File: config.mk
export PLATFORM = sky130hd
export DESIGN_NAME = ahb2apb_bridge_mc
export DESIGN_NICKNAME = d
export VERILOG_FILES = /design/src/rtl/ahb_apb_pkg.sv /design/src/rtl/apb_slave_mux.sv /design/src/rtl/ahb2apb_bridge_mc.sv
export SDC_FILE = /design/constraint.sdc
export NUM_CORES = 1
export LEC_CHECK = 0
export ABC_AREA = 1
export CAP_MARGIN = 30
export CORE_AREA = 2 2 122 124
export CTS_BUF_LIST = sky130_fd_sc_hd__clkbuf_4
export CTS_CLUSTER_SIZE = 20
export DETAILED_ROUTE_END_ITERATION = 16
export DIE_AREA = 0 0 124 126
export PLACE_DENSITY = 0.95
export SYNTH_ARGS = -nofsm -noshare
export SYNTH_HDL_FRONTEND = slang
export SYNTH_HIERARCHICAL = 1
export SYNTH_SLANG_ARGS = --single-unit
File: constraint.sdc
create_clock -name Hclk -period 3.31 [get_ports Hclk]
set_input_delay 0.331 -clock Hclk [delete_from_list [all_inputs] [get_ports Hclk]]
set_output_delay 0.331 -clock Hclk [all_outputs]
set_load 0.02 [all_outputs]
File: src/rtl/ahb_apb_pkg.sv
// Shared AHB/APB encodings, bridge FSM state type and byte-lane helpers.
package ahb_apb_pkg;

  localparam logic [1:0] HTRANS_IDLE   = 2'b00;
  localparam logic [1:0] HTRANS_BUSY   = 2'b01;
  localparam logic [1:0] HTRANS_NONSEQ = 2'b10;
  localparam logic [1:0] HTRANS_SEQ    = 2'b11;

  localparam logic [2:0] HSIZE_BYTE  = 3'd0;
  localparam logic [2:0] HSIZE_HALF  = 3'd1;
  localparam logic [2:0] HSIZE_WORD  = 3'd2;
  localparam logic [2:0] HSIZE_DWORD = 3'd3;

  // Width of the decoded slave-index field; wide enough for 16 slaves so that
  // addresses beyond the populated slaves are caught rather than aliased.
  localparam int unsigned SLV_FIELD_W = 4;

  typedef enum logic [2:0] {
    StIdle,
    StSetup,
    StAccess,
    StDone,
    StErr1,
    StErr2
  } bridge_state_t;

  function automatic logic [7:0] byte_strobe(input logic [2:0] addr_lo, input logic [2:0] size,
                                             input logic bus64);
    logic [7:0] base;
    logic [2:0] ofs;
    case (size)
      HSIZE_BYTE: base = 8'h01;
      HSIZE_HALF: base = 8'h03;
      HSIZE_WORD: base = 8'h0F;
      default:    base = 8'hFF;
    endcase
    ofs = bus64 ? addr_lo : {1'b0, addr_lo[1:0]};
    return base << ofs;
  endfunction

  function automatic logic misaligned(input logic [2:0] addr_lo, input logic [2:0] size);
    logic res;
    case (size)
      HSIZE_BYTE: res = 1'b0;
      HSIZE_HALF: res = addr_lo[0];
      HSIZE_WORD: res = |addr_lo[1:0];
      default:    res = |addr_lo;
    endcase
    return res;
  endfunction

endpackage

File: src/rtl/apb_slave_mux.sv
// Slave-index decode to one-hot select, and return-path mux from the addressed slave.
module apb_slave_mux
  import ahb_apb_pkg::*;
#(
  parameter int unsigned NUM_SLAVES = 4,
  parameter int unsigned DATA_W     = 32
) (
  input  logic [SLV_FIELD_W-1:0]       idx,
  input  logic                         en,
  output logic [NUM_SLAVES-1:0]        psel,
  input  logic [NUM_SLAVES-1:0]        pready,
  input  logic [NUM_SLAVES-1:0]        pslverr,
  input  logic [NUM_SLAVES*DATA_W-1:0] prdata,
  output logic                         sel_ready,
  output logic                         sel_slverr,
  output logic [DATA_W-1:0]            sel_rdata
);

  always_comb begin
    psel       = '0;
    sel_ready  = 1'b0;
    sel_slverr = 1'b0;
    sel_rdata  = '0;
    for (int i = 0; i < NUM_SLAVES; i++) begin
      if (idx == SLV_FIELD_W'(i)) begin
        psel[i]    = en;
        sel_ready  = pready[i];
        sel_slverr = pslverr[i];
        sel_rdata  = prdata[i*DATA_W +: DATA_W];
      end
    end
  end

endmodule

File: src/rtl/ahb2apb_bridge_mc.sv
// Multi-slave AHB-Lite to APB bridge with byte strobes, slave-error and Pready-timeout
// reporting as a two-cycle AHB ERROR response.
module ahb2apb_bridge_mc
  import ahb_apb_pkg::*;
#(
  parameter int unsigned ADDR_W     = 32,
  parameter int unsigned DATA_W     = 32,
  parameter int unsigned NUM_SLAVES = 4,
  parameter int unsigned SLV_LSB    = 12,
  parameter int unsigned TIMEOUT    = 255
) (
  input  logic                         Hclk,
  input  logic                         Hresetn,
  input  logic                         Hsel,
  input  logic [1:0]                   Htrans,
  input  logic [ADDR_W-1:0]            Haddr,
  input  logic                         Hwrite,
  input  logic [2:0]                   Hsize,
  input  logic [DATA_W-1:0]            Hwdata,
  input  logic                         Hready,
  output logic                         Hreadyout,
  output logic                         Hresp,
  output logic [DATA_W-1:0]            Hrdata,
  output logic [NUM_SLAVES-1:0]        Psel,
  output logic                         Penable,
  output logic                         Pwrite,
  output logic [ADDR_W-1:0]            Paddr,
  output logic [DATA_W-1:0]            Pwdata,
  output logic [DATA_W/8-1:0]          Pstrb,
  input  logic [NUM_SLAVES-1:0]        Pready,
  input  logic [NUM_SLAVES-1:0]        Pslverr,
  input  logic [NUM_SLAVES*DATA_W-1:0] Prdata
);

  localparam int unsigned STRB_W    = DATA_W / 8;
  localparam logic [2:0]  SIZE_MAX  = (DATA_W == 64) ? HSIZE_DWORD : HSIZE_WORD;
  localparam int unsigned CNT_W     = $clog2(TIMEOUT + 2);
  localparam logic [CNT_W-1:0] CNT_LIMIT = CNT_W'(TIMEOUT);

  bridge_state_t          state_q;
  logic [SLV_FIELD_W-1:0] idx_q;
  logic [SLV_FIELD_W-1:0] req_idx;
  logic                   psel_en_q;
  logic [CNT_W-1:0]       cnt_q;
  logic                   valid;
  logic                   bad_req;
  logic                   sel_ready;
  logic                   sel_slverr;
  logic [DATA_W-1:0]      sel_rdata;

  assign valid   = Hsel & Hready & ((Htrans == HTRANS_NONSEQ) | (Htrans == HTRANS_SEQ));
  assign req_idx = Haddr[SLV_LSB +: SLV_FIELD_W];
  assign bad_req = (32'(req_idx) >= NUM_SLAVES) | (Hsize > SIZE_MAX) |
                   misaligned(Haddr[2:0], Hsize);

  apb_slave_mux #(
    .NUM_SLAVES(NUM_SLAVES),
    .DATA_W    (DATA_W)
  ) u_slave_mux (
    .idx       (idx_q),
    .en        (psel_en_q),
    .psel      (Psel),
    .pready    (Pready),
    .pslverr   (Pslverr),
    .prdata    (Prdata),
    .sel_ready (sel_ready),
    .sel_slverr(sel_slverr),
    .sel_rdata (sel_rdata)
  );

  always_ff @(posedge Hclk or negedge Hresetn) begin
    if (!Hresetn) begin
      state_q   <= StIdle;
      idx_q     <= '0;
      psel_en_q <= 1'b0;
      cnt_q     <= '0;
      Hreadyout <= 1'b1;
      Hresp     <= 1'b0;
      Hrdata    <= '0;
      Penable   <= 1'b0;
      Pwrite    <= 1'b0;
      Paddr     <= '0;
      Pwdata    <= '0;
      Pstrb     <= '0;
    end else begin
      unique case (state_q)
        StIdle, StDone, StErr2: begin
          state_q   <= StIdle;
          Hreadyout <= 1'b1;
          Hresp     <= 1'b0;
          if (valid) begin
            Hreadyout <= 1'b0;
            if (bad_req) begin
              // Rejected before any APB activity; APB outputs keep their old values.
              state_q <= StErr1;
              Hresp   <= 1'b1;
            end else begin
              state_q   <= StSetup;
              idx_q     <= req_idx;
              psel_en_q <= 1'b1;
              cnt_q     <= '0;
              Paddr     <= Haddr;
              Pwrite    <= Hwrite;
              Pstrb     <= Hwrite ? STRB_W'(byte_strobe(Haddr[2:0], Hsize, DATA_W == 64)) : '0;
            end
          end
        end
        StSetup: begin
          state_q <= StAccess;
          Penable <= 1'b1;
          cnt_q   <= cnt_q + 1'b1;
          if (Pwrite) Pwdata <= Hwdata;
        end
        StAccess: begin
          if (sel_ready) begin
            psel_en_q <= 1'b0;
            Penable   <= 1'b0;
            if (!Pwrite) Hrdata <= sel_rdata;
            if (sel_slverr) begin
              state_q <= StErr1;
              Hresp   <= 1'b1;
            end else begin
              state_q   <= StDone;
              Hreadyout <= 1'b1;
            end
          end else if ((TIMEOUT != 0) && (cnt_q == CNT_LIMIT)) begin
            // cnt_q counts ACCESS cycles including the current one.
            psel_en_q <= 1'b0;
            Penable   <= 1'b0;
            state_q   <= StErr1;
            Hresp     <= 1'b1;
          end else if (cnt_q != {CNT_W{1'b1}}) begin
            cnt_q <= cnt_q + 1'b1;
          end
        end
        StErr1: begin
          state_q   <= StErr2;
          Hreadyout <= 1'b1;
          Hresp     <= 1'b1;
        end
        default: begin
          state_q   <= StIdle;
          Hreadyout <= 1'b1;
          Hresp     <= 1'b0;
        end
      endcase
    end
  end

endmodule

# Yosys cells after proc, flatten, opt, wreduce, memory -nomap -nowiden
# Cells that the tools add are included.
# totals
reg_bits	121
latch_bits	0
mem_bits_rw	0
romBits	0
in_bits	210
mem_count	0
# classes
add_sub_neg	1
n_mul	0
div_mod_pow	0
order_cmp	2
n_eq_ne	23
shift	1
n_mux	50
n_bitwise	8
n_reduce_logical	17
# op_table
cell	count
32-bit two-way mux	4
9-bit two-way mux	5
9-bit one-hot mux with 3 select lines	1
1-bit two-way mux	24
8-bit two-way mux	3
8-bit one-hot mux with 3 select lines	1
3-bit two-way mux	5
2-bit inequality test, second input constant	7
3-bit one-hot mux with 4 select lines	1
3-bit AND reduction	4
9-bit by 1-bit adder with 9-bit output, second input constant	1
3-bit by 2-bit == test with 1-bit output, second input constant	3
9-bit by 8-bit == test with 1-bit output, second input constant	1
9-bit inequality test, second input constant	1
4-bit by 2-bit == test with 1-bit output, second input constant	2
8-bit by 2-bit left shift with 4-bit output	1
3-bit by 1-bit == test with 1-bit output, second input constant	2
3-bit == test, second input constant	2
3-bit zero test	2
3-bit inequality test, second input constant	2
1-bit one-hot mux with 3 select lines	2
6-bit AND reduction	1
3-bit OR reduction	2
2-bit == test, second input constant	2
15 further kinds	23

# Depth between registers and ports, before layout
# logic_depth
depth_word	8
mapped_depth	13

# Cells and area by module
# Netlist, hierarchy kept.
# by_module_without_submodules
mod	instances	cells_each	area_each_um2	seq_area_each_um2
ahb2apb_bridge_mc	1	451	5168.7	2929.1
apb_slave_mux	1	213	1174.9	0.0

# Least setup slack after synthesis
# No wires, ideal clock.
# synth_path
kind	register to register
from	register, netlist name Paddr[15]
to	register Hrdata[0]
setup_time_ns	0.125
arrival_ns	1.986
required_ns	3.185
setup_slack_ns	1.199
stages_incl_launch_ff	11
synth_period_minus_slack_ns	2.111
cell_sequence	dfrtp_1 > nor2_2 > buf_2 > buf_2 > nand3_1 > nand4_1 > inv_1 > nor2_1 > nand2_4 > buf_6 > mux2_4
# synth_lines
element	line	rtl
to (signal assigned)	ahb2apb_bridge_mc.sv:118	if (!Pwrite) Hrdata <= sel_rdata;
to (decl)	ahb2apb_bridge_mc.sv:23	output logic [DATA_W-1:0] Hrdata,

==> impl_summary.txt <==
----------------------------------------------------
[Layout]
  Fraction of final layout cells with drive strength greater than 1 ... 16.4%
  Layout overhead on the synthesized area ... 54.1%
  Post-layout nets ... 1178
  Register Area ... 0.00293 mm²
  Fill cell total of the finished layout ... 1126
  Commonest cells after routing, fill and taps aside ... clkdlybuf4s50_1 (315), nand3_1 (160), dfrtp_1 (116)
  Post-layout instance area ... 0.00978 mm²
  Final standard cell count with taps included and fillers excluded ... 1161
  Commonest non-fill, non-tap cell in the layout ... clkdlybuf4s50_1
  Final antenna diode count ... 0
  Area of the multi-input gates ... 0.00284 mm²

[Global routing]
  Antenna violations before repair ... 0
  Maximum number of pins on one net before global-route repair ... 75
  Global-route wire length before repair ... 31.0 mm
  GRT Util Overall ... 26.2%
  Vias in the first global route ... 6044
  Overflow after GRT ... 0

[Synth]
  Number of flops mapped to enable cells by yosys ... 0
  Post-Synth XOR/XNOR Area ... 0.276%
  Area fraction in compound gates after synthesis ... 5.17%
  Mean post-synth cell area ... 9.55 µm²
  Yosys synthesis warning count ... 6
  Register area share after synthesis ... 46.2%
  Post-synth top flop ... dfrtp_1
  Netlist cell types ... 38
  Netlist Area Pre-Place ... 0.00634 mm²
  Post-synthesis cell count ... 664
  Dominant combinational cell family by area after synthesis ... simple AND/OR/NAND/NOR gates
  Post-synthesis share of cell area spent on full adders, half adders and majority gates ... 0.592%
  Top cell type by total area after synthesis ... dfrtp_1
  Largest cells by area after synthesis ... dfrtp_1 (46%), nand3_1 (13%), mux2_2 (6.7%)
  Mapped Nets ... 877
  Post-synthesis mux area share ... 12.0%
  Number of synthesized register bits ... 117
  Post-synthesis async set-or-reset flop share ... 100%
  Simple-gate share of the synthesized area ... 26.6%
  Area share of the largest cell type after synthesis ... 45.8%

[Drt]
  Antenna violation net count after detailed routing ... 0
  DRC violation count after routing ... 0
  Routed vias ... 6073
  Drt initial violations ... 366
  DRT Wirelength ... 20.5 mm
  Wire length per cell after detailed routing ... 17.7 µm
  Routed via count divided by cell count ... 5.23
  Initial DRT Pass Iterations ... 4

[Critical path]
  Crit. End Element ... output port
  Data arrival time of the worst path ... 2.60 ns
  CP peak stage delay ... 0.60 ns
  Buffer and inverter count on the worst path ... 2
  Worst Path Required ... 2.98 ns
  Cell Chain, Critical Path ... nor2_4 -> buf_4 -> nand2_1 -> nor2_1 -> clkdlybuf4s50_1
  Critical Path Fanout Max ... 74
  Worst R2R Setup Slack ... 1.05 ns
  Crit Reg-Reg Endpoint ... cnt_q[8]
  Number of cells traversed by the worst register-to-register path ... 11
  Logic depth of the worst path, buffers included ... 5
  Setup crit start kind ... register
  Dominant delay contributor by cell family on the critical path ... buffers and inverters
  Slowest cell on crit path ... clkdlybuf4s50_1
  Worst flop-to-flop path startpoint ... cnt_q[0]
  Crit. Startpoint ... Paddr[15]
  CP endpoint ... Psel[1]
  Critical Setup Path Class ... register to output port

[Die]
  FP Rows ... 44
  Initial core utilization ... 44.3%
  Total I/O pin count ... 318
  Die W ... 124 µm
  Area of the die ... 0.0156 mm²
  Vertical die dimension ... 126 µm
  Core box area ... 0.0143 mm²

[Timing]
  Layout Skew ... 0.0184 ns
  Fmax ... 0.341 GHz
  Portion of the clock cycle consumed by the worst path in the final layout ... 88.7%
  Final-report max-slew violation count ... 0
  Total negative slack ... 0 ns
  Number of hold violations in the final report ... 0
  Setup violation total in the final timing report ... 0
  Tmin final ... 2.93 ns
  Unrepaired setup endpoints after global routing ... false
  Final setup margin ... 0.376 ns
  Actual slew at the worst max-slew pin ... 0.852 ns
  Slew headroom ... 43.2%

[Pwr]
  Total power divided by cell area ... 713 mW/mm²
  Leakage power total ... 4.31 nW
  Worst IR drop on VDD ... 0.328 mV

[Placed design]
  Minimum setup slack after placement ... 0.952 ns
  Number of I/O port buffers ... 316
  Cell Count Post-Placement ... 1129
  Final HPWL DP ... 15.1 mm
  Global placer's final weighted congestion ... 0.851
  Placement Cell Area ... 0.00948 mm²

[Hold path]
  Hold crit path type ... input pin to register
  Count of cells along the worst hold path ... 3
  Launch point of the worst hold path ... Haddr[3]

[Clock tree]
  Clock net sink count ... 117
  Clock Root Buffer ... clkbuf_4
  CTS tree ... built
  Post-CTS repair timing setup buffer count ... 0
  H-Tree Depth ... 4
  Total CTS buffers ... 17
  Max Buffers Root-to-Sink ... 2
  Clock Pin Slew Worst Setup and Hold Paths ... 0.11 ns
  Clock latency reported for the late side of the worst-skew pair ... 0.53 ns

[Run]
  Maximum capacitance violations ... 0

[Run status]
  Result of the run ... finished, final reports clean

----------------------------------------------------
-- stage by stage --
stage	power (W)	hold WS, ns	util [%]
2_1_floorplan	0.00422	0.0354	-
3_3_place_gp	0.00579	0.456	66.3
3_5_place_dp	0.00592	0.466	66.3
4_1_cts	0.00703	0.281	68.3
5_1_grt	0.00734	0.288	68.3
6_report	0.00697	0.328	68.3
-- layer usage --
layer | vias to the layer above | wire (µm) | global-route usage [%]
met5 | - | 0 | 0
met4 | 0 | 858 | 13.5
met3 | 61 | 1860 | 9.19
met2 | 266 | 10300 | 44.2
li1 | 2878 | - | -
met1 | 2868 | 7510 | 28.9
-- worst reg2reg max path, cell delays in order, from the launching register on --
cell and delay (ns):
dfrtp_1 0.43, ha_1 0.23, nand2_1 0.09, nor2_1 0.07, nand4_1 0.10, nor2_1 0.08, ha_1 0.20, nor3_1 0.18
o21a_1 0.36, nand3_2 0.26, nand2_1 0.11, nand2_1 0.06
-- Yosys cell counts, types with 2 or more instances --
| cell type | number |
|---|---|
| o21ai_2 | 26 |
| nand4_1 | 38 |
| mux2_4 | 10 |
| inv_2 | 7 |
| mux2_1 | 16 |
| ha_1 | 3 |
| nand2_4 | 2 |
| nand2_1 | 67 |
| inv_1 | 55 |
| nand2_2 | 28 |
| a21oi_1 | 4 |
| mux2_2 | 38 |
| nand3_1 | 160 |
| nor2_1 | 20 |
| o21ai_1 | 9 |
| buf_6 | 20 |
| nor3_1 | 2 |
| buf_4 | 3 |
| nand3_2 | 3 |
| dfrtp_1 | 116 |
| buf_2 | 17 |
| nor2_4 | 4 |
-- state kept, by name (all words and copies together), names as in the netlist --
name / count
state_q: 3
Pwdata: 32
Paddr: 32
Hresp: 1
cnt_q: 9
Penable: 1
psel_en_q: 1
Hrdata: 32
Hreadyout: 1
Pstrb: 4
Pwrite: 1
-- logic make-up after synthesis --
group,after synthesis
buf+inv,106
simple gates,328
mux,64
xor+xnor,2
flops,117
compound gates,44
fa+ha+maj,3
-- final cells by class --
| class | count | area share, % |
|---|---|---|
| repair buffers | 325 | 33.3 |
| flip-flops and latches | 117 | 30.0 |
| multi-input cells | 441 | 29.0 |
| inverters | 63 | 2.44 |
| well taps | 184 | 2.35 |
| clock buffers | 20 | 1.54 |
| clock inverters | 11 | 1.38 |
-- how the worst min path moves through the flow --
stage | endpoint
after global routing | Paddr[6]
after floorplan | Hrdata[0]
after global placement | psel_en_q
final | Paddr[3]
after detailed placement | Penable
after CTS | Paddr[3]
-- report_power, final --
group	total, W	internal [W]	switching, W
combinational	0.00357	0.00176	0.00180
sequential	0.00231	0.00197	0.000338
clock	0.00109	0.000537	0.000552
-- repair_timing --
| item | in CTS | in global routing |
|---|---|---|
| gates resized for setup | 0 | 0 |
| hold buffers | 1 | 0 |
| endpoints found under the hold margin | 62 | 0 |
(Power assumes the default switching activity.)
